**config.mk**
```make
export PLATFORM = sky130hd
export DESIGN_NAME = mreg_loader_flat
export DESIGN_NICKNAME = d
export VERILOG_FILES = /design/src/rtl/mreg_pkg.sv /design/src/rtl/mreg_loader_if.sv /design/src/rtl/mreg_wrap_cnt.sv /design/src/rtl/mreg_loader.sv /design/src/flat_wrapper.sv
export SDC_FILE = /design/constraint.sdc
export NUM_CORES = 1
export LEC_CHECK = 0
export ABC_AREA = 1
export CAP_MARGIN = 30
export CORE_MARGIN = 2
export CORE_UTILIZATION = 36
export DETAILED_ROUTE_END_ITERATION = 8
export SYNTH_ARGS = -nofsm -noshare
export SYNTH_HDL_FRONTEND = slang
export SYNTH_SLANG_ARGS = --single-unit
```
**constraint.sdc**
```tcl
create_clock -name clk_i -period 2.5 [get_ports clk_i]
set_input_delay 0.375 -clock clk_i [delete_from_list [all_inputs] [get_ports clk_i]]
set_output_delay 0.375 -clock clk_i [all_outputs]
set_load 0.005 [all_outputs]
```
**src/rtl/mreg_pkg.sv**
```systemverilog
// ============================================================================
// Module      : mreg_pkg
// Description : Shared definitions for the mul_reg loader: default widths,
//               state encodings and the weight-word width macro.
// Revision    : 1.0 - initial release
// ============================================================================
`default_nettype none

`ifndef MREG_PKG_SV
`define MREG_PKG_SV

// Total bits in a fixed-point weight word.
`define MREG_WORD_W(i, f) ((i) + (f))

package mreg_pkg;

    localparam int DEF_I_WIDTH = 8;
    localparam int DEF_F_WIDTH = 8;
    localparam int DEF_N       = 3;

    localparam logic [2:0] ST_IDLE  = 3'd0;
    localparam logic [2:0] ST_CLR   = 3'd1;
    localparam logic [2:0] ST_LOAD  = 3'd2;
    localparam logic [2:0] ST_FLUSH = 3'd3;
    localparam logic [2:0] ST_RUN   = 3'd4;

    typedef enum logic [2:0] {
        S_IDLE  = ST_IDLE,
        S_CLR   = ST_CLR,
        S_LOAD  = ST_LOAD,
        S_FLUSH = ST_FLUSH,
        S_RUN   = ST_RUN
    } state_t;

endpackage

`endif

`default_nettype wire

```
**src/rtl/mreg_loader_if.sv**
```systemverilog
// ============================================================================
// Module      : mreg_loader_if
// Description : Control, weight-stream and mul_reg signal bundle of the
//               loader. master = controlling side, slave = the loader.
// Revision    : 1.0 - initial release
// ============================================================================
`default_nettype none

interface mreg_loader_if
    import mreg_pkg::*;
#(
    parameter int I_WIDTH     = DEF_I_WIDTH,
    parameter int F_WIDTH     = DEF_F_WIDTH,
    parameter int N           = DEF_N,
    parameter int ADDRS_WIDTH = $clog2(N),
    parameter int CNT_WIDTH   = $clog2(N + 1)
);

    logic                                         start_i;
    logic [CNT_WIDTH-1:0]                         num_w_i;
    logic                                         clr_i;
    logic signed [`MREG_WORD_W(I_WIDTH, F_WIDTH)-1:0] w_data_i;
    logic                                         w_valid_i;
    logic                                         w_ready_o;
    logic                                         run_en_i;
    logic                                         mreg_rst_o;
    logic                                         mreg_wr_en_o;
    logic [ADDRS_WIDTH-1:0]                       mreg_wr_addrs_o;
    logic signed [`MREG_WORD_W(I_WIDTH, F_WIDTH)-1:0] wr_data_o;
    logic [ADDRS_WIDTH-1:0]                       mreg_rd_addrs_o;
    logic                                         rd_valid_o;
    logic                                         last_o;
    logic                                         loaded_o;

    modport master (
        output start_i, num_w_i, clr_i, w_data_i, w_valid_i, run_en_i,
        input  w_ready_o, mreg_rst_o, mreg_wr_en_o, mreg_wr_addrs_o, wr_data_o,
               mreg_rd_addrs_o, rd_valid_o, last_o, loaded_o
    );

    modport slave (
        input  start_i, num_w_i, clr_i, w_data_i, w_valid_i, run_en_i,
        output w_ready_o, mreg_rst_o, mreg_wr_en_o, mreg_wr_addrs_o, wr_data_o,
               mreg_rd_addrs_o, rd_valid_o, last_o, loaded_o
    );

endinterface

`default_nettype wire

```
**src/rtl/mreg_wrap_cnt.sv**
```systemverilog
// ============================================================================
// Module      : mreg_wrap_cnt
// Description : Loadable up-counter that returns to 0 after reaching a
//               programmable limit; wrap is high on the enabled cycle in
//               which count == limit.
// Revision    : 1.0 - initial release
// ============================================================================
`default_nettype none

module mreg_wrap_cnt #(
    parameter int WIDTH = 2
) (
    input  wire logic             clk_i,
    input  wire logic             rst_n_i,
    input  wire logic             load,
    input  wire logic [WIDTH-1:0] load_val,
    input  wire logic             en,
    input  wire logic [WIDTH-1:0] limit,
    output logic      [WIDTH-1:0] count,
    output logic                  wrap
);

    assign wrap = en && (count == limit);

    // Load has priority over counting; counting wraps at the limit.
    always_ff @(posedge clk_i or negedge rst_n_i) begin
        if (!rst_n_i) begin
            count <= '0;
        end else if (load) begin
            count <= load_val;
        end else if (en) begin
            count <= wrap ? '0 : count + WIDTH'(1);
        end
    end

endmodule

`default_nettype wire

```
**src/rtl/mreg_loader.sv**
```systemverilog
// ============================================================================
// Module      : mreg_loader
// Description : Clears the mul_reg file, writes a stream of weights to
//               consecutive addresses, then cycles the read address over the
//               stored weights.
//               Optional feature macro: MREG_ZERO_SKIP_EN (zero words are
//               accepted but not written).
// Revision    : 1.0 - initial release
// ============================================================================
`default_nettype none

module mreg_loader
    import mreg_pkg::*;
#(
    parameter int I_WIDTH     = DEF_I_WIDTH,
    parameter int F_WIDTH     = DEF_F_WIDTH,
    parameter int N           = DEF_N,
    parameter int ADDRS_WIDTH = $clog2(N),
    parameter int CNT_WIDTH   = $clog2(N + 1)
) (
    input  wire logic    clk_i,
    input  wire logic    rst_n_i,
    mreg_loader_if.slave bus
);

    localparam int W = `MREG_WORD_W(I_WIDTH, F_WIDTH);

    state_t                 state;
    logic [CNT_WIDTH-1:0]   num_lat;
    logic [CNT_WIDTH-1:0]   acc_cnt;
    logic [CNT_WIDTH-1:0]   wcnt;
    logic                   ready;
    logic                   mrst;
    logic                   wr_en;
    logic                   loaded;
    logic                   rd_valid;
    logic [ADDRS_WIDTH-1:0] wr_addr;
    logic signed [W-1:0]    wr_data;

    logic                   hs;
    logic                   do_write;
    logic                   start_ok;
    logic [CNT_WIDTH-1:0]   num_clamp;
    logic [CNT_WIDTH-1:0]   nstored;
    logic [CNT_WIDTH-1:0]   nstored_m1;
    logic [ADDRS_WIDTH-1:0] rptr;
    logic                   rd_load;
    logic                   rd_en;
    logic                   wrap;

    assign hs        = ready && bus.w_valid_i;
    assign start_ok  = bus.start_i && (bus.num_w_i != '0);
    assign num_clamp = (bus.num_w_i > CNT_WIDTH'(N)) ? CNT_WIDTH'(N) : bus.num_w_i;

`ifdef MREG_ZERO_SKIP_EN
    // Zero words consume a handshake but occupy no register.
    assign do_write = hs && (bus.w_data_i != '0);
    assign nstored  = wcnt;
`else
    assign do_write = hs;
    assign nstored  = num_lat;
`endif

    assign nstored_m1 = nstored - CNT_WIDTH'(1);

    // Read pointer holds 0 outside RUN and is reset when a reload wins over run_en.
    assign rd_load = (state != S_RUN) || start_ok;
    assign rd_en   = bus.run_en_i && rd_valid;

    mreg_wrap_cnt #(
        .WIDTH (ADDRS_WIDTH)
    ) u_rptr (
        .clk_i    (clk_i),
        .rst_n_i  (rst_n_i),
        .load     (rd_load),
        .load_val ('0),
        .en       (rd_en),
        .limit    (nstored_m1[ADDRS_WIDTH-1:0]),
        .count    (rptr),
        .wrap     (wrap)
    );

    // Load/run sequencer with registered mul_reg controls.
    always_ff @(posedge clk_i or negedge rst_n_i) begin
        if (!rst_n_i) begin
            state    <= S_IDLE;
            num_lat  <= '0;
            acc_cnt  <= '0;
            wcnt     <= '0;
            ready    <= 1'b0;
            mrst     <= 1'b0;
            wr_en    <= 1'b0;
            loaded   <= 1'b0;
            rd_valid <= 1'b0;
            wr_addr  <= '0;
            wr_data  <= '0;
        end else if (bus.clr_i) begin
            state    <= S_IDLE;
            num_lat  <= '0;
            acc_cnt  <= '0;
            wcnt     <= '0;
            ready    <= 1'b0;
            mrst     <= 1'b0;
            wr_en    <= 1'b0;
            loaded   <= 1'b0;
            rd_valid <= 1'b0;
            wr_addr  <= '0;
            wr_data  <= '0;
        end else begin
            mrst  <= 1'b0;
            wr_en <= 1'b0;
            case (state)
                S_IDLE: begin
                    if (start_ok) begin
                        num_lat <= num_clamp;
                        acc_cnt <= '0;
                        wcnt    <= '0;
                        mrst    <= 1'b1;
                        state   <= S_CLR;
                    end
                end
                S_CLR: begin
                    ready <= 1'b1;
                    state <= S_LOAD;
                end
                S_LOAD: begin
                    if (hs) begin
                        if (do_write) begin
                            wr_en   <= 1'b1;
                            wr_addr <= wcnt[ADDRS_WIDTH-1:0];
                            wr_data <= bus.w_data_i;
                            wcnt    <= wcnt + CNT_WIDTH'(1);
                        end
                        acc_cnt <= acc_cnt + CNT_WIDTH'(1);
                        if ((acc_cnt + CNT_WIDTH'(1)) == num_lat) begin
                            ready <= 1'b0;
                            state <= S_FLUSH;
                        end
                    end
                end
                S_FLUSH: begin
                    loaded   <= 1'b1;
                    rd_valid <= (nstored != '0);
                    state    <= S_RUN;
                end
                S_RUN: begin
                    if (start_ok) begin
                        num_lat  <= num_clamp;
                        acc_cnt  <= '0;
                        wcnt     <= '0;
                        loaded   <= 1'b0;
                        rd_valid <= 1'b0;
                        mrst     <= 1'b1;
                        state    <= S_CLR;
                    end
                end
                default: state <= S_IDLE;
            endcase
        end
    end

    assign bus.w_ready_o       = ready;
    assign bus.mreg_rst_o      = mrst;
    assign bus.mreg_wr_en_o    = wr_en;
    assign bus.mreg_wr_addrs_o = wr_addr;
    assign bus.wr_data_o       = wr_data;
    assign bus.mreg_rd_addrs_o = (state == S_RUN) ? rptr : '0;
    assign bus.rd_valid_o      = rd_valid;
    assign bus.last_o          = wrap;
    assign bus.loaded_o        = loaded;

endmodule

`default_nettype wire

```
**src/flat_wrapper.sv**
```systemverilog
// flat-port wrapper written by rule: the top's interface ports become plain ports
module mreg_loader_flat import mreg_pkg::*;
#(
    parameter int I_WIDTH     = DEF_I_WIDTH,
    parameter int F_WIDTH     = DEF_F_WIDTH,
    parameter int N           = DEF_N,
    parameter int ADDRS_WIDTH = $clog2(N),
    parameter int CNT_WIDTH   = $clog2(N + 1)
)
  (clk_i, rst_n_i, bus_start_i, bus_num_w_i, bus_clr_i, bus_w_data_i, bus_w_valid_i, bus_run_en_i, bus_w_ready_o, bus_mreg_rst_o, bus_mreg_wr_en_o, bus_mreg_wr_addrs_o, bus_wr_data_o, bus_mreg_rd_addrs_o, bus_rd_valid_o, bus_last_o, bus_loaded_o);
  mreg_loader_if #(.I_WIDTH(I_WIDTH), .F_WIDTH(F_WIDTH), .N(N), .ADDRS_WIDTH(ADDRS_WIDTH), .CNT_WIDTH(CNT_WIDTH)) bus_i ();
  input  wire logic clk_i;
  input  wire logic rst_n_i;
  input wire logic [$bits(bus_i.start_i)-1:0] bus_start_i;
  input wire logic [$bits(bus_i.num_w_i)-1:0] bus_num_w_i;
  input wire logic [$bits(bus_i.clr_i)-1:0] bus_clr_i;
  input wire logic [$bits(bus_i.w_data_i)-1:0] bus_w_data_i;
  input wire logic [$bits(bus_i.w_valid_i)-1:0] bus_w_valid_i;
  input wire logic [$bits(bus_i.run_en_i)-1:0] bus_run_en_i;
  output wire logic [$bits(bus_i.w_ready_o)-1:0] bus_w_ready_o;
  output wire logic [$bits(bus_i.mreg_rst_o)-1:0] bus_mreg_rst_o;
  output wire logic [$bits(bus_i.mreg_wr_en_o)-1:0] bus_mreg_wr_en_o;
  output wire logic [$bits(bus_i.mreg_wr_addrs_o)-1:0] bus_mreg_wr_addrs_o;
  output wire logic [$bits(bus_i.wr_data_o)-1:0] bus_wr_data_o;
  output wire logic [$bits(bus_i.mreg_rd_addrs_o)-1:0] bus_mreg_rd_addrs_o;
  output wire logic [$bits(bus_i.rd_valid_o)-1:0] bus_rd_valid_o;
  output wire logic [$bits(bus_i.last_o)-1:0] bus_last_o;
  output wire logic [$bits(bus_i.loaded_o)-1:0] bus_loaded_o;
  assign bus_i.start_i = bus_start_i;
  assign bus_i.num_w_i = bus_num_w_i;
  assign bus_i.clr_i = bus_clr_i;
  assign bus_i.w_data_i = bus_w_data_i;
  assign bus_i.w_valid_i = bus_w_valid_i;
  assign bus_i.run_en_i = bus_run_en_i;
  assign bus_w_ready_o = bus_i.w_ready_o;
  assign bus_mreg_rst_o = bus_i.mreg_rst_o;
  assign bus_mreg_wr_en_o = bus_i.mreg_wr_en_o;
  assign bus_mreg_wr_addrs_o = bus_i.mreg_wr_addrs_o;
  assign bus_wr_data_o = bus_i.wr_data_o;
  assign bus_mreg_rd_addrs_o = bus_i.mreg_rd_addrs_o;
  assign bus_rd_valid_o = bus_i.rd_valid_o;
  assign bus_last_o = bus_i.last_o;
  assign bus_loaded_o = bus_i.loaded_o;
  mreg_loader #(.I_WIDTH(I_WIDTH), .F_WIDTH(F_WIDTH), .N(N), .ADDRS_WIDTH(ADDRS_WIDTH), .CNT_WIDTH(CNT_WIDTH)) u_core (.clk_i(clk_i), .rst_n_i(rst_n_i), .bus(bus_i));
endmodule
```
Word level (Yosys, flattened, before mapping). Index checks and enable logic that the tools add are counted.

Bits in registers: 34. Output and inout bits: 26. Input port bits: 24.

Order comparisons: 1. Reduce and logical (&&, ||, !) cells: 23. Multiplexer cells: 41. $add $sub $neg: 4. Eq/ne operators: 11.

Operator list (number): $mux 16 (3); $mux 2 (16); $reduce_bool 2->1 (7); $mux 1 (12); $mux 3 (4); $pmux 3 s4 (1); $ne 3x2->1 const B (3); $reduce_and 3->1 (3); $reduce_bool 3->1 (3); $pmux 2 s2 (2); $add 2x1->2 const B (3); $eq 3x2->1 const B (2); $pmux 1 s2 (3); $reduce_and 2->1 (3); $eq 2x2->1 (2); $logic_and 1x1->1 (4); $eq 3x1->1 const B (1); $eq 3x3->1 const B (1); $logic_not 3->1 (1); $ne 3x1->1 const B (1); $ne 3x3->1 const B (1); $gt 2x2->1 const B (1); $reduce_or 2->1 (1); $sub 2x1->2 const B (1); $logic_or 1x1->1 (1).

Logic depth before layout (Yosys ltp).
Word-level depth: 6. Gate-level depth with buffers: 8.

Cells and area by module. Synthesis repeated with hierarchy kept, for this count alone.

Cells, all modules: 208. Area, all modules: 1631.6 um2.

By module, submodules not included: mreg_loader (instances 1, area each 1461.4 um2, cells an instance 179, sequential area each 800.8 um2); mreg_wrap_cnt (instances 1, area each 170.2 um2, cells an instance 29, sequential area each 50.0 um2).

Worst setup path before layout. No wires, ideal clock.

Path type: reg2out. Start: register u_core.num_lat[0], in the netlist u_core.nstored[0]. End: output bus_last_o. Arrival time: 1.017 ns. Stages on the path, launching flop included: 6. Required time: 2.125 ns. Slack: 1.108 ns. Path through: dfrtp_1 > inv_1 > ha_1 > xor2_1 > nand3_1 > inv_1.

Word-level cells in the longest chain between the ends: 3.

RTL lines: start, declared (RTL line mreg_loader.sv:29) `logic [CNT_WIDTH-1:0] num_lat;`; start signal, assigned (RTL line mreg_loader.sv:115) `num_lat <= num_clamp;`; start signal, assigned (RTL line mreg_loader.sv:148) `num_lat <= num_clamp;`; $sub 2x1->2 (RTL line mreg_loader.sv:64) `assign nstored_m1 = nstored - CNT_WIDTH'(1);`; $eq 2x2->1 (RTL line mreg_wrap_cnt.sv:23) `assign wrap = en && (count == limit);`; $logic_and 1x1->1 (RTL line mreg_wrap_cnt.sv:23); end, declared (RTL line flat_wrapper.sv:27) `output wire logic [$bits(bus_i.last_o)-1:0] bus_last_o;`.

No other way between the ends.

Worst setup path after layout. Ends and elaborated chain as after synthesis.

==> out/results.txt <==
Hold Path Class: in -> async
Synthesis-stage register bit count: 34
Most frequent cells in the layout: 69 x nand2_1, 49 x clkdlybuf4s50_1, 34 x dfrtp_1
H-tree depth: 2
Crit Path Class: reg -> out
Setup TNS: 0 ps
Worst skew pair latency: 280 ps
Total track usage: 15.2%
Family with the most delay on the worst path: buffers and inverters
Clock sink total: 34
# rows: 24
Total CTS buffers: 5
Seq/Total Area, Yosys: 53.2%
CP most frequent cell: inv_1
Vias in the first global route: 1350
Antenna violations before repair: 0
Slew headroom: 71.0%
LEAKAGE: 1.12 nW
Status: completed
Post-synth cell types: 20
Hold Slack: 497 ps
Internal power: 0.984 mW
Io pins: 50
FMAX: 443 MHz
CTS tree: yes
Initial Util: 37.0%
Die W: 70.7 um
Maximum clock path buffer count: 2
Yosys warnings: 0
Syn-to-layout area delta: 40.5%
Final Hold Viols: 0
Data arrival, critical path: 1880 ps
Minimum clock period: 2250 ps
First DRT Iteration DRCs: 105
Height of the die: 70.7 um
Comb pwr share: 26.0%
Worst Max-Slew Pin Slew: 434 ps
Die Footprint: 4990 um^2
First-pass GRT wire length: 6030 um
Critical path peak fanout: 4
Slowest cell on the critical path: clkdlybuf4s50_1
Worst path cell trace: inv_1 -> ha_1 -> xor2_1 -> nand3_1 -> inv_1 -> clkdlybuf4s50_1
Fin. max-slew vios: 0
RSZ-0062 raised after global routing: false
CTS Hold Bufs: 0
Syn_nets: 221
GP Congestion: 0.737
Drt via density: 4.72
Antenna diodes: 0
Avg WL per Cell: 11.7 um
Peak supply drop: 349 uV
Pre-Repair DR Iteration Count: 5
Post-synthesis cell area: 1600 um^2
DRC: 0
Share of cells above drive strength 1: 9.92%
Syn Area/Cell: 8.16 um^2
Pin count of the biggest net entering global routing: 35
Clock Power Share: 29.1%
Final Skew: 6.05 ps
Root Driver: clkbuf_8
Share of the synthesized area in the top cell type: 53.2%
Mapped Cells: 196
Area leader, netlist: dfrtp_1
PD cells: 640 nW/um^2
NumNets Final: 276
Clk pin slew, worst setup/hold paths: 70 ps
Flop2flop setup slack: 1060 ps
Net Sw Power: 0.455 mW
Number of setup violations in the final report: 0
Detail Placement HPWL: 2590 um
Sw Ratio: 31.6%
Commonest non-fill, non-tap cell in the layout: nand2_1
Total gr overflow: 0
DRT Wirelength: 3550 um
Setup bufs post-CTS: 0
Antenna viol nets, final: 0
Placeable Area: 4320 um^2
PostCTS Resize Cnt: 0
Tcrit/Tclk final: 90.2%
Via count: 1436
Sequential Power Share: 44.9%
Maxcap violations: 0
Synth area leaders: dfrtp_1 53%, nand2_1 16%, nand3_1 9.4%, inv_1 4.0%, nor2_1 3.0%
Worst setup SP type: flip-flop
Worst path max stage delay: 490 ps
IO buf count: 49
Critical Path RT: 2120 ps
Critical path buffers and inverters: 3
Crit. End Element: primary output
[metal layers]
| metal | share of wire [%] | global-route usage [%] | up-vias | routed length (um) |
|---|---|---|---|---|
| met5 | 0 | 0 | - | 0 |
| met4 | 1.2 | 5.66 | 0 | 41 |
| met3 | 3.6 | 4.27 | 4 | 129 |
| met2 | 48 | 24.2 | 32 | 1710 |
| met1 | 47 | 19.8 | 670 | 1680 |
| li1 | - | - | 730 | - |
[cell usage after synthesis, drive strengths merged]
cell	count
nand3	30
ha	1
clkbuf	1
nor2	16
inv	21
xor2	2
dfrtp	34
o22ai	1
o21ai	10
nand4	3
buf	4
a21oi	2
nand2	71
[metrics by stage]
step                      cells  total power, mW  utilization (%)  area [um^2]  worst slack (ps)
after floorplan             196            0.883                -         1600              1110
after global placement      296             1.03             49.9         2160               487
after detailed placement    296             1.04             49.9         2160               469
after CTS                   304             1.46             52.0         2250               231
after global routing        304             1.54             52.0         2250               149
final                       304             1.44             52.0         2250               245
[logic make-up (layout without fill, tap and decap cells)]
kind of cell | after synthesis | after routing | synth area share [%]
fa+ha+maj | 1 | 1 | 0.782
xor+xnor | 2 | 2 | 1.09
flops | 34 | 34 | 53.2
simple gates | 120 | 120 | 32.7
buf+inv | 26 | 82 | 6.72
compound gates | 13 | 13 | 5.55
[state kept, by name (all words and copies together) (netlist names), 2 cells and up]
register,flops
u_core.state,3
u_core.nstored,2
u_core.u_rptr.count,2
u_core.acc_cnt,2
u_core.bus.wr_data_o,16
u_core.wcnt,2
u_core.bus.mreg_wr_addrs_o,2
[power groups by stage]
stage                     logic [mW]  registers [mW]  clock network, mW
after floorplan                0.228           0.655                  0
after detailed placement       0.378           0.658                  0
after global placement         0.377           0.658                  0
after global routing           0.424           0.654              0.458
after CTS                      0.379           0.648              0.432
final                          0.374           0.647              0.418
[worst paths after layout]
path	from	to	cells past startpoint
hold / removal	rst_n_i	u_core.bus.rd_valid_o	2
hold reg to reg	u_core.bus.w_ready_o	u_core.bus.w_ready_o	2
setup / recovery	u_core.nstored[0]	bus_last_o	6
min in group clk_i	u_core.bus.w_ready_o	u_core.bus.w_ready_o	2
max in group asynchronous	rst_n_i	u_core.acc_cnt[0]	2
setup reg to reg	u_core.state[2]	u_core.bus.mreg_wr_addrs_o[1]	6
[area by class of cell]
class / count / area (um^2)
timing repair buffer: 53 / 520
fill: 422 / 2080
clock inverter: 1 / 5.00
clock buffer: 7 / 86.3
multi-input combinational: 136 / 642
sequential: 34 / 851
inverter: 21 / 78.8
tap: 52 / 65.1
(Power assumes the default switching activity.)
